File: src/rtl/burst_adapter_pkg.sv
// Shared types and sizing constants for the line-to-burst adapter.
package burst_adapter_pkg;

    localparam int LINE_BITS = 256;
    localparam int BEAT_BITS = 64;
    localparam int NUM_BEATS = LINE_BITS / BEAT_BITS;

    typedef enum logic [1:0] {
        S_IDLE  = 2'd0,
        S_READ  = 2'd1,
        S_WRITE = 2'd2,
        S_DONE  = 2'd3
    } burst_state_t;

endpackage

File: src/rtl/burst_counter.sv
// Two-bit beat counter: synchronous clear, increment, wraps 3 -> 0,
// and flags the final beat of a line.
module burst_counter (
    input  logic       clk_i,
    input  logic       rst_ni,
    input  logic       clr_i,
    input  logic       inc_i,
    output logic [1:0] cnt_o,
    output logic       last_o
);

    logic [1:0] cnt_q;

    // Beat index register; clear wins over increment.
    always_ff @(posedge clk_i or negedge rst_ni) begin
        if (!rst_ni) begin
            cnt_q <= 2'd0;
        end else if (clr_i) begin
            cnt_q <= 2'd0;
        end else if (inc_i) begin
            cnt_q <= cnt_q + 2'd1;
        end
    end

    assign cnt_o  = cnt_q;
    assign last_o = (cnt_q == 2'd3);

endmodule

File: src/rtl/line_burst_adapter.sv
// Services whole-line pmem reads/writes as four ascending 64-bit bursts.
// Handshake: a pmem request is held high until pmem_resp pulses for one
// cycle; on the burst side each cycle with burst_resp high completes the
// current beat (read data valid, or write beat accepted).
module line_burst_adapter
    import burst_adapter_pkg::*;
#(
    parameter int s_offset = 5,
    parameter int s_burst  = 64
) (
    input  logic                      clk,
    input  logic                      rst,
    input  logic [31:0]               pmem_address,
    input  logic                      pmem_read,
    input  logic                      pmem_write,
    input  logic [8*(2**s_offset)-1:0] pmem_wdata,
    output logic [8*(2**s_offset)-1:0] pmem_rdata,
    output logic                      pmem_resp,
    output logic [31:0]               burst_address,
    output logic                      burst_read,
    output logic                      burst_write,
    output logic [s_burst-1:0]        burst_wdata,
    input  logic [s_burst-1:0]        burst_rdata,
    input  logic                      burst_resp,
    output burst_state_t              dbg_state
);

    localparam int LW = 8 * (2 ** s_offset);
    localparam int BW = s_burst;

    burst_state_t  state_q;
    logic [LW-1:0] line_q;
    logic [LW-1:0] rdata_q;
    logic [31:0]   addr_q;
    logic          resp_q;
    logic          rd_q;
    logic          wr_q;

    logic [1:0]    cnt;
    logic          cnt_last;
    logic          cnt_clr;
    logic          cnt_inc;
    logic          accept;
    logic          beat_done;

    // Line offset bits never reach the bus; the address is line-aligned.
    logic unused_offset_bits;
    assign unused_offset_bits = ^pmem_address[s_offset-1:0];

    assign accept    = (state_q == S_IDLE) && (pmem_write || pmem_read);
    assign beat_done = ((state_q == S_READ) || (state_q == S_WRITE)) && burst_resp;
    assign cnt_clr   = accept;
    assign cnt_inc   = beat_done;

    burst_counter u_cnt (
        .clk_i  (clk),
        .rst_ni (rst),
        .clr_i  (cnt_clr),
        .inc_i  (cnt_inc),
        .cnt_o  (cnt),
        .last_o (cnt_last)
    );

    // Transaction FSM with registered bus controls; line_q holds the write
    // line or the partially assembled read line, rdata_q only the finished one.
    always_ff @(posedge clk or negedge rst) begin
        if (!rst) begin
            state_q <= S_IDLE;
            line_q  <= '0;
            rdata_q <= '0;
            addr_q  <= '0;
            resp_q  <= 1'b0;
            rd_q    <= 1'b0;
            wr_q    <= 1'b0;
        end else begin
            resp_q <= 1'b0;
            case (state_q)
                S_IDLE: begin
                    if (pmem_write) begin
                        addr_q  <= {pmem_address[31:s_offset], {s_offset{1'b0}}};
                        line_q  <= pmem_wdata;
                        wr_q    <= 1'b1;
                        state_q <= S_WRITE;
                    end else if (pmem_read) begin
                        addr_q  <= {pmem_address[31:s_offset], {s_offset{1'b0}}};
                        rd_q    <= 1'b1;
                        state_q <= S_READ;
                    end
                end
                S_READ: begin
                    if (burst_resp) begin
                        line_q[int'(cnt)*BW +: BW] <= burst_rdata;
                        if (cnt_last) begin
                            rdata_q <= {burst_rdata, line_q[LW-BW-1:0]};
                            rd_q    <= 1'b0;
                            resp_q  <= 1'b1;
                            state_q <= S_DONE;
                        end
                    end
                end
                S_WRITE: begin
                    if (burst_resp && cnt_last) begin
                        wr_q    <= 1'b0;
                        resp_q  <= 1'b1;
                        state_q <= S_DONE;
                    end
                end
                S_DONE: begin
                    state_q <= S_IDLE;
                end
                default: begin
                    state_q <= S_IDLE;
                end
            endcase
        end
    end

    assign pmem_rdata    = rdata_q;
    assign pmem_resp     = resp_q;
    assign burst_address = addr_q;
    assign burst_read    = rd_q;
    assign burst_write   = wr_q;
    assign burst_wdata   = (state_q == S_WRITE) ? line_q[int'(cnt)*BW +: BW] : '0;
    assign dbg_state     = state_q;

endmodule

File: config.mk
export PLATFORM = sky130hd
export DESIGN_NAME = line_burst_adapter
export DESIGN_NICKNAME = d
export VERILOG_FILES = /design/src/rtl/burst_adapter_pkg.sv /design/src/rtl/burst_counter.sv /design/src/rtl/line_burst_adapter.sv
export SDC_FILE = /design/constraint.sdc
export NUM_CORES = 1
export LEC_CHECK = 0
export CORE_MARGIN = 5
export CORE_UTILIZATION = 30
export DETAILED_ROUTE_END_ITERATION = 8
export PLACE_DENSITY = 0.5
export SYNTH_ARGS = -nofsm -noshare
export SYNTH_HDL_FRONTEND = slang
export SYNTH_SLANG_ARGS = --single-unit
File: constraint.sdc
create_clock -name clk -period 4.95 [get_ports clk]
set_input_delay 1.2375 -clock clk [delete_from_list [all_inputs] [get_ports clk]]
set_output_delay 1.2375 -clock clk [all_outputs]
set_load 0.03 [all_outputs]
==> results.yml, run 1 <==
floorplan:
  core-area_mm2: 0.0897
  rows: 110
  die_x_um: 310
  start_util_pct: 30.2
  design.portCount: 714
  die-area_mm2: 0.0963
  dieHeight_um: 310
route:
  ant_nets: 0
  vias_per_cell: 5.35
  detail_route.iter0.violations: 1273
  dr.pass1.iters: 5
  drt-wirelength-per-cell_um: 30.4
  routed-via-count: 19995
  wl_um: 113000
  drcViolationCount: 0
min_path:
  hold_path.class: "reg -> reg"
  worstHoldPathCells: 1
synth:
  avgSynthCellArea_um2: 14.7
  syn-cell-area_mm2: 0.0271
  ys_seq_elements: 546
  synth_edf_count: 0
  async_reset_ff_share_pct: 100
  synth_top_area_cell: "dfrtp_1"
  synth_warnings: 0
  syn_inst: 1841
  ys_seq_area_share_pct: 50.5
  yosys.cell_types.count: 35
  synth-main-ff-cell: "dfrtp_1"
  synth_area_leaders: "dfrtp_1 (50%), mux2_2 (13%), mux2_4 (8.7%)"
  synth_top_cell_area_share_pct: 50.5
clocking:
  clk_path_buf_depth: 3
  ctsResizeCount: 0
  cts_tree: "built"
  clk_pin_slew_worst_paths_ns: 0.06
  cts_hold_buf: 0
  cts.htree.levels: 3
  clk_root_buffer_cell: "clkbuf_16"
  cts_made_buffers: 67
  clk_latency_ns: 0.61
  cts_setup_buffers: 0
  cts_sinks: 546
final_layout:
  fill_cells: 8319
  drive_gt1_share_pct: 28.3
  final_nets: 2856
  syn_to_final_growth_pct: 38.6
  final_core_util_pct: 41.8
timing:
  rsz0062_at_grt: "false"
  max_freq_mhz: 224
  relSlewSlack_pct: 27.6
  hold_viol: 0
  worst_pin_slew_ns: 1.09
  fin_crit_sh_pct: 90.1
  clock-skew-final_ns: 0.0327
  finalSetupTns_ns: 0
  final-setup-viol-count: 0
  hold-worst-slack_ns: 0.502
  maxSlewViolCount: 0
  min_period_ns: 4.46
place:
  dpl.hpwl_um: 76200
  port_buffers: 703
  place_congestion: 0.850
power_and_ir_drop:
  peakVddDrop_uv: 505
  power_density_mw_per_mm2: 690
  leakage_uw: 0.0167
  power_uw: 25900
critical_path:
  critical_path_required_ns: 3.71
  start_kind: "flip-flop"
  path_class: "reg -> out"
  crit_chain: "inv_1 -> ha_2 -> buf_4 -> and2_1 -> clkdlybuf4s50_1"
  slowest_delay_ns: 0.73
  cpMaxStageDelayCell: "ha_2"
  cp_data_arrival_time_ns: 3.22
  ff2ff_path_depth: 7
  path_max_fanout: 23
  end_kind: "output pin"
global_routing:
  grt_pass1_wl_um: 160000
  grt_usage_pct: 22.7
  grt_max_degree: 109
  antenna_found_initial: 28
  grt.overflow.total: 0
  first_global_vias: 21397
outcome:
  outcome: "finished clean"
job:
  max_cap_viol_count: 0
-- final timing paths --
path | start | end | slack, ns
worst max-delay path | dbg_state[0] | burst_wdata[21] | 0.49
worst min-delay path | pmem_rdata[207] | pmem_rdata[207] | 0.50
worst max register to register | u_cnt.cnt_o[0] | line_q[194] | 1.57
worst min register to register | pmem_rdata[207] | pmem_rdata[207] | 0.50
max in group asynchronous | rst | pmem_rdata[28] | 3.07
min in group asynchronous | rst | line_q[174] | 0.79
-- metal layers --
metal	GRT usage, %	vias to the layer above	routed length (µm)
met5	0	-	113
met4	8.23	16	3190
met3	5.19	167	7830
met2	38.4	823	56500
met1	28.6	10628	45700
li1	-	8361	-
-- cells by family (layout without fill, tap and decap cells) --
family | after synthesis | after routing | share of synthesized area [%]
compound gates | 275 | 275 | 10.0
xor+xnor | 1 | 1 | 0.0324
fa+ha+maj | 9 | 9 | 0.416
buf+inv | 190 | 882 | 4.11
flops | 546 | 546 | 50.5
mux | 604 | 604 | 30.0
other cells | 1 | 26 | 0.0139
simple gates | 215 | 215 | 4.88
-- critical path: cells and delay by family, from the launching register on --
kind                       cells  cell delay, ns
adders and majority gates      1            0.73
buffers and inverters          3            1.22
and+or+nand+nor                1            0.22
DFF                            1            0.44
-- cell type report --
class	count	area, µm²	area share (%)
Multi-Input combinational cell	1109	12400	33.0
Sequential cell	546	13700	36.5
Clock inverter	18	194	0.517
Tap cell	1176	1470	3.92
Clock buffer	98	1970	5.24
Timing Repair Buffer	758	7730	20.6
Antenna cell	21	52.6	0.140
Inverter	8	32.5	0.0868
-- Yosys cell counts, types with 37 or more instances --
library cell / instances
a32o_1: 128
a41o_1: 128
and2_1: 67
buf_2: 51
buf_6: 37
clkbuf_1: 76
dfrtp_1: 546
mux2_1: 60
mux2_2: 323
mux2_4: 156
mux4_2: 64
nor2b_1: 131
-- report_power, final --
| part | leakage, µW | internal, µW | switching [µW] |
|---|---|---|---|
| combinational | 0.00863 | 6180 | 7240 |
| clock | 0.00106 | 2870 | 2060 |
| sequential | 0.00703 | 6230 | 1280 |
-- through the flow --
step,cell area (µm²),worst slack (ns),instances
detailed placement,35300,1.07,3597
global route,37500,0.401,3727
global placement,35300,1.10,3597
floorplan,27100,2.02,1845
finish,37500,0.490,3734
CTS,37400,0.395,3713
-- cells in the final DEF (no fill, tap or decap), types with 3 or more instances in the layout --
| master | count |
|---|---|
| diode_2 | 21 |
| mux4_2 | 64 |
| clkinv_8 | 4 |
| a32o_1 | 128 |
| clkinv_2 | 9 |
| inv_1 | 7 |
| nand2_1 | 8 |
| and2_1 | 65 |
| clkbuf_16 | 69 |
| clkbuf_8 | 13 |
| dfrtp_1 | 544 |
| a21oi_1 | 5 |
| mux2_2 | 323 |
| ha_1 | 6 |
| mux2_1 | 60 |
| o21ai_0 | 3 |
| clkbuf_1 | 16 |
| buf_4 | 33 |
| a21oi_4 | 4 |
| mux2_4 | 156 |
| nor2b_4 | 3 |
| nor2b_1 | 128 |
| a41o_1 | 128 |
| buf_12 | 22 |
| conb_1 | 5 |
| clkdlybuf4s50_1 | 702 |
-- sequential cells by signal, indices dropped and copies added (netlist names) --
register / flops
line_q: 256
pmem_rdata: 256
burst_address: 27
dbg_state: 2
u_cnt.cnt_o: 2
burst_read: 1
burst_write: 1
pmem_resp: 1
Note: power is estimated with default switching activity, not from simulation.
==> run 2, diff against run 1 <==
Settings changed: GPL_ROUTABILITY_DRIVEN from default to 0.
==> results of run 2 <==
The final DEF is identical to that of run 1; final timing and power are the same.
==> run 3, diff against run 2 <==
Settings changed: CORE_UTILIZATION 30 to 38, PLACE_DENSITY 0.5 to 0.61.
==> run 3 against run 2 <==
Effect of this change:
- sequential power hardly changed
- register-to-register slack lost 0.04 ns
- combinational power about the same
- hold slack improved by 0.0010 ns
- design area fell by 1.4%
- via count up 0.13%
- core utilization up 11 points
- count of clock-buffer cells in the layout fell by 1
- setup slack improved by 0.11 ns
- critical path depth fell by 1
- die area shrank 20%
- cell count is 6.8% lower
- critical endpoint is now burst_wdata[57]
- largest cell class unchanged
- highest routed layer unchanged
==> results.yml, run 3 (synthesis gave the netlist of run 1 again) <==
floorplan:
  dieHeight_um: 277
  rows: 97
  design.portCount: 714
  die_x_um: 277
  start_util_pct: 38.5
  die-area_mm2: 0.0766
  core-area_mm2: 0.0703
clocking:
  cts_tree: "built"
  cts_made_buffers: 61
  cts_hold_buf: 0
  clk_root_buffer_cell: "clkbuf_16"
  clk_path_buf_depth: 3
  clk_latency_ns: 0.63
  clk_pin_slew_worst_paths_ns: 0.06
  cts_sinks: 546
  cts.htree.levels: 2
  ctsResizeCount: 0
  cts_setup_buffers: 0
route:
  drt-wirelength-per-cell_um: 30.5
  detail_route.iter0.violations: 1223
  wl_um: 106000
  vias_per_cell: 5.75
  routed-via-count: 20021
  ant_nets: 0
  dr.pass1.iters: 5
  drcViolationCount: 0
critical_path:
  cpMaxStageDelayCell: "dfrtp_4"
  worst-path-buf-inv: 2
  crit_chain: "buf_12 -> mux4_2 -> and2_1 -> clkdlybuf4s50_1"
  end_kind: "output pin"
  path_class: "reg -> out"
  slowest_delay_ns: 0.75
  cp_data_arrival_time_ns: 3.11
  path_max_fanout: 25
  critical_path_required_ns: 3.71
  start_kind: "flip-flop"
  cpLargestDelayFamily: "buffers and inverters"
final_layout:
  regArea_mm2: 0.0137
  mostFrequentLayoutCells: "clkdlybuf4s50_1 (702), dfrtp_1 (544), mux2_2 (323)"
  syn_to_final_growth_pct: 36.7
  multi_input_area_mm2: 0.0124
  final_common_cell: "clkdlybuf4s50_1"
  fill_cells: 5909
  final_cells: 3479
  drive_gt1_share_pct: 27.9
  final_nets: 2843
power_and_ir_drop:
  power_density_mw_per_mm2: 687
  internal_power_uw: 15100
  leakage_uw: 0.0166
  pwr-share-comb_pct: 52.4
  peakVddDrop_uv: 411
  seqPwrFrac_pct: 29.5
  p_sw_share_pct: 40.5
  switchingPower_uw: 10300
  clkPwrFrac_pct: 18.1
global_routing:
  gr-usage-met3_pct: 6.95
  grt_usage_pct: 26.6
  met2_usage_pct: 44.5
  busiest_layer: "met2"
  grt_pass1_wl_um: 154000
  antenna_found_initial: 24
  grt.overflow.total: 0
  first_global_vias: 21449
  use_met1_pct: 32.9
  grt_max_degree: 116
place:
  port_buffers: 703
  dpl.hpwl_um: 70700
  dp.cells: 3354
timing:
  maxSlewViolCount: 0
  worst_pin_slew_ns: 1.25
  finalSetupTns_ns: 0
  min_period_ns: 4.35
  max_freq_mhz: 230
  hold_viol: 0
  rsz0062_at_grt: "false"
  final-setup-viol-count: 0
  fin_crit_sh_pct: 87.9
  clock-skew-final_ns: 0.0128
  relSlewSlack_pct: 16.6
min_path:
  hold_path.class: "reg -> reg"
job:
  max_cap_viol_count: 0
outcome:
  outcome: "finished clean"
-- run 3: changes by cell type in the layout (fill, tap and decap cells not counted), sizes merged --
| cell | change |
|---|---|
| inv | +1 |
| diode | -2 |
| buf | -7 |
| clkbuf | -1 |
| clkinv | -9 |
| clkinvlp | -1 |
-- run 3: cell type report --
class	instances	share of cell area, %
Antenna cell	19	0.129
Multi-Input combinational cell	1109	33.5
Sequential cell	546	37.0
Timing Repair Buffer	751	20.7
Tap cell	940	3.18
Clock inverter	9	0.284
Clock buffer	97	5.15
Inverter	8	0.0880
-- run 3: power by group through the flow --
| stage | clock network [µW] | logic, µW | registers (µW) |
|---|---|---|---|
| floorplan | 0 | 7250 | 8550 |
| global placement | 0 | 13200 | 7450 |
| detailed placement | 0 | 13300 | 7540 |
| CTS | 4680 | 13400 | 7480 |
| global route | 4850 | 13900 | 7690 |
| finish | 4610 | 13300 | 7490 |
-- run 3: layer usage --
layer  up-vias  wire length [µm]
met5         -                43
met4         8              4400
met3       220              7800
met2       877             52400
met1     10606             41600
li1       8310                 -
-- run 3: worst paths after layout --
path                           startpoint         endpoint  slack, ns  cells past startpoint
max                        u_cnt.cnt_o[0]  burst_wdata[57]       0.60                      4
min                        pmem_rdata[37]   pmem_rdata[37]       0.50                      1
max reg2reg                u_cnt.cnt_o[0]       line_q[32]       1.53                      7
min reg2reg                pmem_rdata[37]   pmem_rdata[37]       0.50                      1
max in group asynchronous             rst  pmem_rdata[231]       3.23                      2
min in group asynchronous             rst  pmem_rdata[202]       0.63                      1
-- run 3: metrics by stage --
step | total power, µW | worst slack [ns] | util (%) | hold slack, ns | instance area, µm²
CTS | 25600 | 0.523 | 52.6 | 0.505 | 36900
detailed placement | 20900 | 1.20 | 49.7 | 0.490 | 34900
finish | 25400 | 0.600 | 52.6 | 0.503 | 37000
global route | 26400 | 0.418 | 52.6 | 0.513 | 37000
global placement | 20700 | 1.18 | 49.7 | 0.486 | 34900
floorplan | 15800 | 2.02 | - | 0.471 | 27100
